File: src/rtl/oka_pkg.sv
// Shared types and helpers for the Karatsuba-style GF(2) sequential multiplier.
// OKA_REDUCE_EN adds the REDUCE state used for the modular-reduction build.
`timescale 1ns/1ps
package oka_pkg;

  localparam int          OKA_N_DEFAULT    = 8;
  localparam logic [8:0]  OKA_POLY_DEFAULT = 9'h11B;
  // Widest half-product the spread helper can handle.
  localparam int          OKA_SPREAD_MAX   = 64;

  typedef enum logic [2:0] {
    IDLE,
    MUL_E,
    MUL_O,
    MUL_M,
`ifdef OKA_REDUCE_EN
    REDUCE,
`endif
    DONE
  } oka_state_t;

  // Q(x) -> Q(x^2): coefficient i moves to position 2i, odd positions are zero.
  function automatic logic [2*OKA_SPREAD_MAX-1:0] spread(input logic [OKA_SPREAD_MAX-1:0] q);
    logic [2*OKA_SPREAD_MAX-1:0] r;
    r = '0;
    for (int i = 0; i < OKA_SPREAD_MAX; i++) begin
      r[2*i] = q[i];
    end
    return r;
  endfunction

endpackage

File: src/rtl/gf2_clmul.sv
// Combinational W x W -> 2W-1 schoolbook carry-less (GF(2)) multiplier.
`timescale 1ns/1ps
module gf2_clmul #(
  parameter int W = 4
) (
  input  logic [W-1:0]   a,
  input  logic [W-1:0]   b,
  output logic [2*W-2:0] p
);

  logic [2*W-2:0] pp [W];

  generate
    for (genvar gi = 0; gi < W; gi++) begin : g_pp
      assign pp[gi] = {{(W-1){1'b0}}, a & {W{b[gi]}}} << gi;
    end
  endgenerate

  always_comb begin
    p = '0;
    for (int i = 0; i < W; i++) begin
      p = p ^ pp[i];
    end
  end

endmodule

File: src/rtl/oka_seq_mul.sv
// Sequential overlap-free Karatsuba GF(2) multiplier sharing one N/2-bit clmul
// over three cycles. Define OKA_REDUCE_EN to reduce the product modulo POLY.
`timescale 1ns/1ps
module oka_seq_mul
  import oka_pkg::*;
#(
  parameter int         N    = OKA_N_DEFAULT,
  parameter logic [N:0] POLY = (N+1)'(OKA_POLY_DEFAULT)
) (
  input  logic           clk,
  input  logic           rst_n,
  input  logic           in_valid,
  output logic           in_ready,
  input  logic [N-1:0]   a,
  input  logic [N-1:0]   b,
  output logic           out_valid,
  input  logic           out_ready,
  output logic [2*N-2:0] y,
  output logic           busy,
  output logic [15:0]    op_count
);

  localparam int H  = N / 2;
  localparam int PW = N - 1;
  localparam int YW = 2 * N - 1;

  oka_state_t      state_reg, state_next;
  logic [N-1:0]    a_reg, b_reg;
  logic [PW-1:0]   pe_reg, po_reg, pm_reg;
  logic [YW-1:0]   y_reg;
  logic [15:0]     op_count_reg;

  logic [H-1:0]    ae, ao, be, bo;
  logic [H-1:0]    mul_x, mul_y;
  logic [PW-1:0]   mul_p, pm_cur;
  logic [OKA_SPREAD_MAX-1:0] pe_w, po_w, mid_w;
  logic [YW-1:0]   y_comb;

  generate
    for (genvar gi = 0; gi < H; gi++) begin : g_split
      assign ae[gi] = a_reg[2*gi];
      assign ao[gi] = a_reg[2*gi+1];
      assign be[gi] = b_reg[2*gi];
      assign bo[gi] = b_reg[2*gi+1];
    end
  endgenerate

  // Operand steering for the single shared half-width multiplier.
  always_comb begin
    mul_x = ae;
    mul_y = be;
    case (state_reg)
      MUL_O: begin
        mul_x = ao;
        mul_y = bo;
      end
      MUL_M: begin
        mul_x = ae ^ ao;
        mul_y = be ^ bo;
      end
      default: ;
    endcase
  end

  gf2_clmul #(.W(H)) u_clmul (
    .a (mul_x),
    .b (mul_y),
    .p (mul_p)
  );

  // y is loaded on the MUL_M edge, so Pm comes straight from the multiplier there.
  assign pm_cur = (state_reg == MUL_M) ? mul_p : pm_reg;
  assign pe_w   = OKA_SPREAD_MAX'(pe_reg);
  assign po_w   = OKA_SPREAD_MAX'(po_reg);
  assign mid_w  = OKA_SPREAD_MAX'(pm_cur ^ pe_reg ^ po_reg);
  assign y_comb = YW'(spread(pe_w) ^ (spread(mid_w) << 1) ^ (spread(po_w) << 2));

`ifdef OKA_REDUCE_EN
  logic [YW-1:0] y_red;

  always_comb begin
    y_red = y_reg;
    for (int i = YW - 1; i >= N; i--) begin
      if (y_red[i]) begin
        y_red = y_red ^ (YW'(POLY) << (i - N));
      end
    end
  end
`endif

  always_ff @(posedge clk or negedge rst_n) begin
    if (!rst_n) begin
      state_reg <= IDLE;
    end else begin
      state_reg <= state_next;
    end
  end

  always_comb begin
    state_next = state_reg;
    case (state_reg)
      IDLE:   if (in_valid) state_next = MUL_E;
      MUL_E:  state_next = MUL_O;
      MUL_O:  state_next = MUL_M;
`ifdef OKA_REDUCE_EN
      MUL_M:  state_next = REDUCE;
      REDUCE: state_next = DONE;
`else
      MUL_M:  state_next = DONE;
`endif
      DONE:   if (out_ready) state_next = IDLE;
      default: state_next = IDLE;
    endcase
  end

  always_comb begin
    in_ready  = 1'b0;
    busy      = 1'b1;
    out_valid = 1'b0;
    case (state_reg)
      IDLE: begin
        in_ready = 1'b1;
        busy     = 1'b0;
      end
      DONE:    out_valid = 1'b1;
      default: ;
    endcase
  end

  always_ff @(posedge clk or negedge rst_n) begin
    if (!rst_n) begin
      a_reg        <= '0;
      b_reg        <= '0;
      pe_reg       <= '0;
      po_reg       <= '0;
      pm_reg       <= '0;
      y_reg        <= '0;
      op_count_reg <= '0;
    end else begin
      case (state_reg)
        IDLE: begin
          if (in_valid) begin
            a_reg <= a;
            b_reg <= b;
          end
        end
        MUL_E: pe_reg <= mul_p;
        MUL_O: po_reg <= mul_p;
        MUL_M: begin
          pm_reg <= mul_p;
          y_reg  <= y_comb;
        end
`ifdef OKA_REDUCE_EN
        REDUCE: y_reg <= y_red;
`endif
        DONE: begin
          if (out_ready) op_count_reg <= op_count_reg + 16'd1;
        end
        default: ;
      endcase
    end
  end

  assign y        = y_reg;
  assign op_count = op_count_reg;

endmodule

File: config.mk
export PLATFORM = sky130hd
export DESIGN_NAME = oka_seq_mul
export DESIGN_NICKNAME = d
export VERILOG_FILES = /design/src/rtl/oka_pkg.sv /design/src/rtl/gf2_clmul.sv /design/src/rtl/oka_seq_mul.sv
export SDC_FILE = /design/constraint.sdc
export NUM_CORES = 1
export LEC_CHECK = 0
export BUFFER_PORTS_ARGS = -buffer_cell sky130_fd_sc_hd__buf_2
export CAP_MARGIN = 5
export CORE_UTILIZATION = 55
export CTS_CLUSTER_DIAMETER = 30
export CTS_CLUSTER_SIZE = 25
export DETAILED_ROUTE_END_ITERATION = 12
export PLACE_DENSITY_LB_ADDON = 0.08
export SLEW_MARGIN = 20
export SYNTH_ARGS = -nofsm -noshare
export SYNTH_HDL_FRONTEND = slang
export SYNTH_HIERARCHICAL = 1
export SYNTH_SLANG_ARGS = --single-unit
File: constraint.sdc
create_clock -name clk -period 2.3 [get_ports clk]
set_input_delay 0.115 -clock clk [delete_from_list [all_inputs] [get_ports clk]]
set_output_delay 0.115 -clock clk [all_outputs]
set_load 0.02 [all_outputs]
# == Word level (Yosys, flattened, before mapping) ==
# Cells that the tools add are included.
# word_totals
out_inout_bits,34
ff_bits,71
# op_classes
muxes,9
n_eq_ne,6
n_bitwise,13
n_addsub,1
reduce_logical,4
# ops
operator,n
$xor A7 B7 Y7,3
$add A16 B1 Y16 const B,1
$and A4 B4 Y4,4
$pmux W4 S2,2
$pmux W3 S5,1
$xor A14 B15 Y15,1
$xor A13 B14 Y14,1
$xor A4 B4 Y4,2
$mux W7,1
$xor A7 B6 Y7,1
$eq A3 B2 Y1 const B,2
$mux W3,2
$reduce_and A2 Y1,3
$xor A4 B5 Y5,1
$ne A2 B2 Y1 const B,2
$eq A3 B1 Y1 const B,1
$eq A3 B3 Y1 const B,1
$logic_not A3 Y1,1
$mux W1,3

# == Depth between registers and ports, before layout ==
# logic_depth
depth_word,11
ltp_mapped,10

# == Cells and area by module ==
# The synthesis kept the hierarchy.
# modules_own_cells
module,n_inst,area_each_um2,cells_per_inst
oka_seq_mul,1,2920.3,256
gf2_clmul,1,152.6,25

# == Least setup slack after synthesis ==
# No wires, ideal clock.
# synth_timing
path_kind,reg2reg
from,register state_reg[2]
to,register y_reg[7] (netlist: y[7])
slack_ns,0.190
path_buffers,1
arrival_time_ns,1.976
synth_period_minus_slack_ns,2.110
stages_incl_launch_ff,10
path_cell_list,dfrtp_1 and2b_1 clkbuf_1 a21oi_1 a21oi_1 nand2_1 xor2_1 xnor2_1 xnor2_1 o21ai_0
# synth_between
elab_chain_cells,11
# synth_rtl
item,line,text
start: declaration,oka_seq_mul.sv:27,"oka_state_t state_reg, state_next;"
start signal: assignment,oka_seq_mul.sv:95,state_reg <= state_next;
$eq A3 B2 Y1,oka_seq_mul.sv:52,case (state_reg)
$pmux W4 S2 *,oka_seq_mul.sv:52,
via mul_y[0],oka_seq_mul.sv:34,"logic [H-1:0] mul_x, mul_y;"
$and A4 B4 Y4 *,gf2_clmul.sv:15,"assign pp[gi] = {{(W-1){1'b0}}, a & {W{b[gi]}}} << gi;"
$xor A4 B5 Y5 *,gf2_clmul.sv:22,p = p ^ pp[i];
$xor A7 B6 Y7 *,gf2_clmul.sv:22,
$xor A7 B7 Y7 *,gf2_clmul.sv:22,
via mul_p[3],oka_seq_mul.sv:35,"logic [PW-1:0] mul_p, pm_cur;"
$mux W7 *,--,
$xor A7 B7 Y7 * (2 in a row),oka_seq_mul.sv:75,assign mid_w = OKA_SPREAD_MAX'(pm_cur ^ pe_reg ^ po_reg);
$xor A13 B14 Y14 *,oka_seq_mul.sv:76,assign y_comb = YW'(spread(pe_w) ^ (spread(mid_w) << 1) ^ (spread(po_w) << 2));
$xor A14 B15 Y15 *,oka_seq_mul.sv:76,
end signal: assignment,oka_seq_mul.sv:151,y_reg <= y_comb;
end: declaration,oka_seq_mul.sv:30,logic [YW-1:0] y_reg;
# Mark *: on every way through the listed nets, which the timed path passes. The rest lies on a longest branch.
# A chain may end at the register's enable or synchronous reset.

# == Worst setup path in the final report ==
# layout_timing
from,register state_reg[1]
to,register y_reg[9] (netlist: y[9])
# layout_lines
item,line
$eq A3 B2 Y1,oka_seq_mul.sv:52
$pmux W4 S2 *,oka_seq_mul.sv:52
via mul_x[1],oka_seq_mul.sv:34
$and A4 B4 Y4 *,gf2_clmul.sv:15
$xor A7 B7 Y7 *,gf2_clmul.sv:22
via mul_p[4],oka_seq_mul.sv:35
$mux W7 *,--
$xor A7 B7 Y7 * (2 in a row),oka_seq_mul.sv:75
$xor A13 B14 Y14 *,oka_seq_mul.sv:76
$xor A14 B15 Y15 *,oka_seq_mul.sv:76
# Marks and branches as above.

==> flow_summary.toml <==
[route]
via_per_inst = 5.073
drc_errors = 0
drt-pass1-iter-count = 4
wl_per_cell_um = 13.02
wl_um = 5509
vias = 2146
ant_nets = 0
drtIter0Drc = 82

[final_layout]
nets = 369
largest_register_ffs = 16
area_delta_synth_final_pct = 20.89
fin_area_sq_um = 3715
drive_above_1_share_pct = 33.43
n_antenna_cell = 0

[power_and_ir_drop]
p_clk_share_pct = 16.7
seqPwrFrac_pct = 33.7
power_frac_comb_pct = 49.6
switchingPower_uw = 2266
p_int_uw = 3517
p_leak_uw = 0.001822
ir_worst_vdd_uv = 919.0
power_density_nw_per_um2 = 1557
switching_share_pct = 39.18

[placement]
dpl.hpwl_um = 3965
gp_congestion = 0.8469
placed_area_sq_um = 3405
io_buffer_count = 53

[clock_network]
htreeDepth = 3
clock_sinks = 64
path_clk_slew_ns = 0.07
cts_setup_buffers = 0
clockBufferDepth = 2
numCtsBuffers = 9
clk_latency_ns = 0.34
cts_tree = "yes"
cts_root_buf = "clkbuf_8"

[logic_synthesis]
synth_cells = 281
synthFlopType = "dfrtp_1"
seq_area_frac_synth_pct = 52.12
synth_fp_nets = 302
yosys.cell_types.count = 36
yosys.area_share.adder_pct = 0.4072
synth.area.top_cells = "dfrtp_1 52%, xnor2_1 7.7%, nand2_1 7.2%"
synth-seq-cells = 64
synth_top_area_share_pct = 52.12
yosys-mux-area-fraction_pct = 10.75
synth_top_family_by_area = "simple AND/OR/NAND/NOR gates"
ys_warn_count = 6
syn_avg_cell_area_sq_um = 10.94
synthArstFlopShare_pct = 100.0
synth_top_area_cell = "dfrtp_1"
yosys.area_share.simple_pct = 15.07
synth_edf_count = 0
synth_area_sq_um = 3073
synth_compound_area_share_pct = 5.822
synth_xor_area_share_pct = 12.79

[die]
die_x_um = 76.75
die_h_um = 76.75
num_rows = 26
io_pins = 54
die-area_sq_um = 5890
core_area_sq_um = 5238
start_util_pct = 58.67

[timing]
slew_headroom_pct = 59.77
tns_ns = 0
finalHoldViolations = 0
max_freq_ghz = 0.4770
worst_slew_pin_slew_ns = 0.6022
final_max_slew_viol_count = 0
period_needed_ns = 2.096
setup_viol = 0
rsz0062_at_grt = "false"
fin_crit_sh_pct = 91.15
fin_skew_ns = 0.008886

[critical_path]
reg2reg_slack_ns = 0.20
critical_path_class = "flip-flop to flip-flop"
crit_path_cell_trace = "and2b_2 -> buf_4 -> a21oi_1 -> nand2_1 -> xor2_1 -> xnor2_2 -> xnor2_1 -> o21ai_0"
critPathMaxStageDelay_ns = 0.43
worstReg2RegStart = "state_reg[1]"
critical_path.endpoint_type = "flip-flop"
cp-start-kind = "flip-flop"
required_ns = 2.52
r2r_end = "y[9]"
crit_fanout = 11
cp_slowest_cell = "dfrtp_1"
reg2regPathDepth = 8
arrival_ns = 2.31
cp-endpoint = "y[9]"
crit_start = "state_reg[1]"

[run]
max-cap-violations = 0

[min_path]
hold_path_class = "primary input to flip-flop"
whs_path_depth = 2

[grt]
grt.overflow.total = 0
grt_pass1_wl_um = 9784
grt_pass1_vias = 2172
antenna_found_initial = 0
grt_max_degree = 40
grt.total_usage_pct = 21.18

[outcome]
status = "completed"
[metrics by stage]
| step | total power (uW) | hold WS (ns) | utilization [%] | setup slack (ns) | instances |
|---|---|---|---|---|---|
| detailed placement | 4715 | 0.1503 | 65.00 | 0.09144 | 399 |
| global placement | 4637 | 0.1455 | 65.00 | 0.1437 | 399 |
| global route | 6266 | 0.005064 | 70.93 | 0.001089 | 423 |
| CTS | 5699 | 0.001068 | 70.33 | 0.07792 | 423 |
| finish | 5782 | 0.004537 | 70.93 | 0.2036 | 423 |
| floorplan | 4135 | -0.1806 | - | 0.1898 | 281 |
[cell type report]
cell class                      count  area, sq um
Sequential cell                    64         1603
Fill cell                         411         1523
Multi-Input combinational cell    203         1408
Timing Repair Buffer               68        410.4
Clock buffer                       13        158.9
Tap cell                           70        87.58
Clock inverter                      3        40.04
Inverter                            2        7.507
[worst min path at each step]
stage / slack, ns / endpoint / start
final: 0.005 / state_reg[2] / out_ready
after global routing: 0.005 / a_reg[4] / a[4]
after CTS: 0.001 / b_reg[1] / b[1]
after detailed placement: 0.15 / op_count[7] / rst_n
after global placement: 0.15 / op_count[7] / rst_n
after floorplan: -0.18 / a_reg[0] / rst_n
[cells in the final DEF, fill, tap and decap left out, types with 2 or more instances in the layout]
cell,count
nor2_2,3
dfrtp_1,63
mux2_4,10
clkinv_2,2
clkbuf_8,11
nor3_1,2
nand2_1,59
nand4_1,4
buf_2,53
xor2_1,16
clkbuf_1,2
buf_4,6
xnor2_2,3
mux2_2,16
a21oi_1,12
nand3_1,8
and4_1,3
xnor2_1,25
o22ai_1,3
nor2_1,4
dlygate4sd3_1,8
o21ai_0,19
and3_1,3
[logic make-up after synthesis]
| logic type | Yosys count |
|---|---|
| DFF | 64 |
| and+or+nand+nor | 97 |
| muxes | 26 |
| adders and majority gates | 1 |
| buffers and inverters | 14 |
| xor gates and xnor gates | 44 |
| AOI/OAI and AO/OA | 35 |
[routing by layer]
| metal | part of all wire [%] | track usage, % | vias to the layer above | wire, um |
|---|---|---|---|---|
| met3 | 3.3 | 4.405 | 11 | 181 |
| met5 | 0 | 0 | - | 0 |
| met2 | 47 | 34.55 | 50 | 2592 |
| met1 | 48 | 26.66 | 1006 | 2627 |
| li1 | - | - | 1079 | - |
| met4 | 2.0 | 10.58 | 0 | 109 |
[synthesized netlist by cell type (4+ instances only)]
library cell  count
nand2_1          59
mux2_2           16
nor2_1            7
xor2_1           16
dfrtp_1          64
nand3_1           8
mux2_4           10
clkbuf_1          6
a21oi_1          13
xnor2_1          27
nand4_1           4
o21ai_0          19
[power groups by stage]
stage	Sequential, uW	Clock, uW	Combinational, uW
2_1_floorplan	2030	0	2110
3_3_place_gp	1950	0	2690
3_5_place_dp	1970	0	2750
4_1_cts	1950	986	2770
5_1_grt	2010	1030	3230
6_report	1950	966	2870
[what timing repair did]
item | 4_1_cts | 5_1_grt
hold buffers | 8 | 0
endpoints found under the hold margin | 32 | 0
endpoints found under the setup margin | 0 | 10
resized for setup | 0 | 9
[worst max-delay path, delay by kind of cell (launching register included)]
kind | cells | cell delay, ns
AOI/OAI and AO/OA | 2 | 0.41
and+or+nand+nor | 2 | 0.41
buffers and inverters | 1 | 0.18
xor gates and xnor gates | 3 | 0.55
DFF | 1 | 0.43
Power figures use the tool's default switching activity.
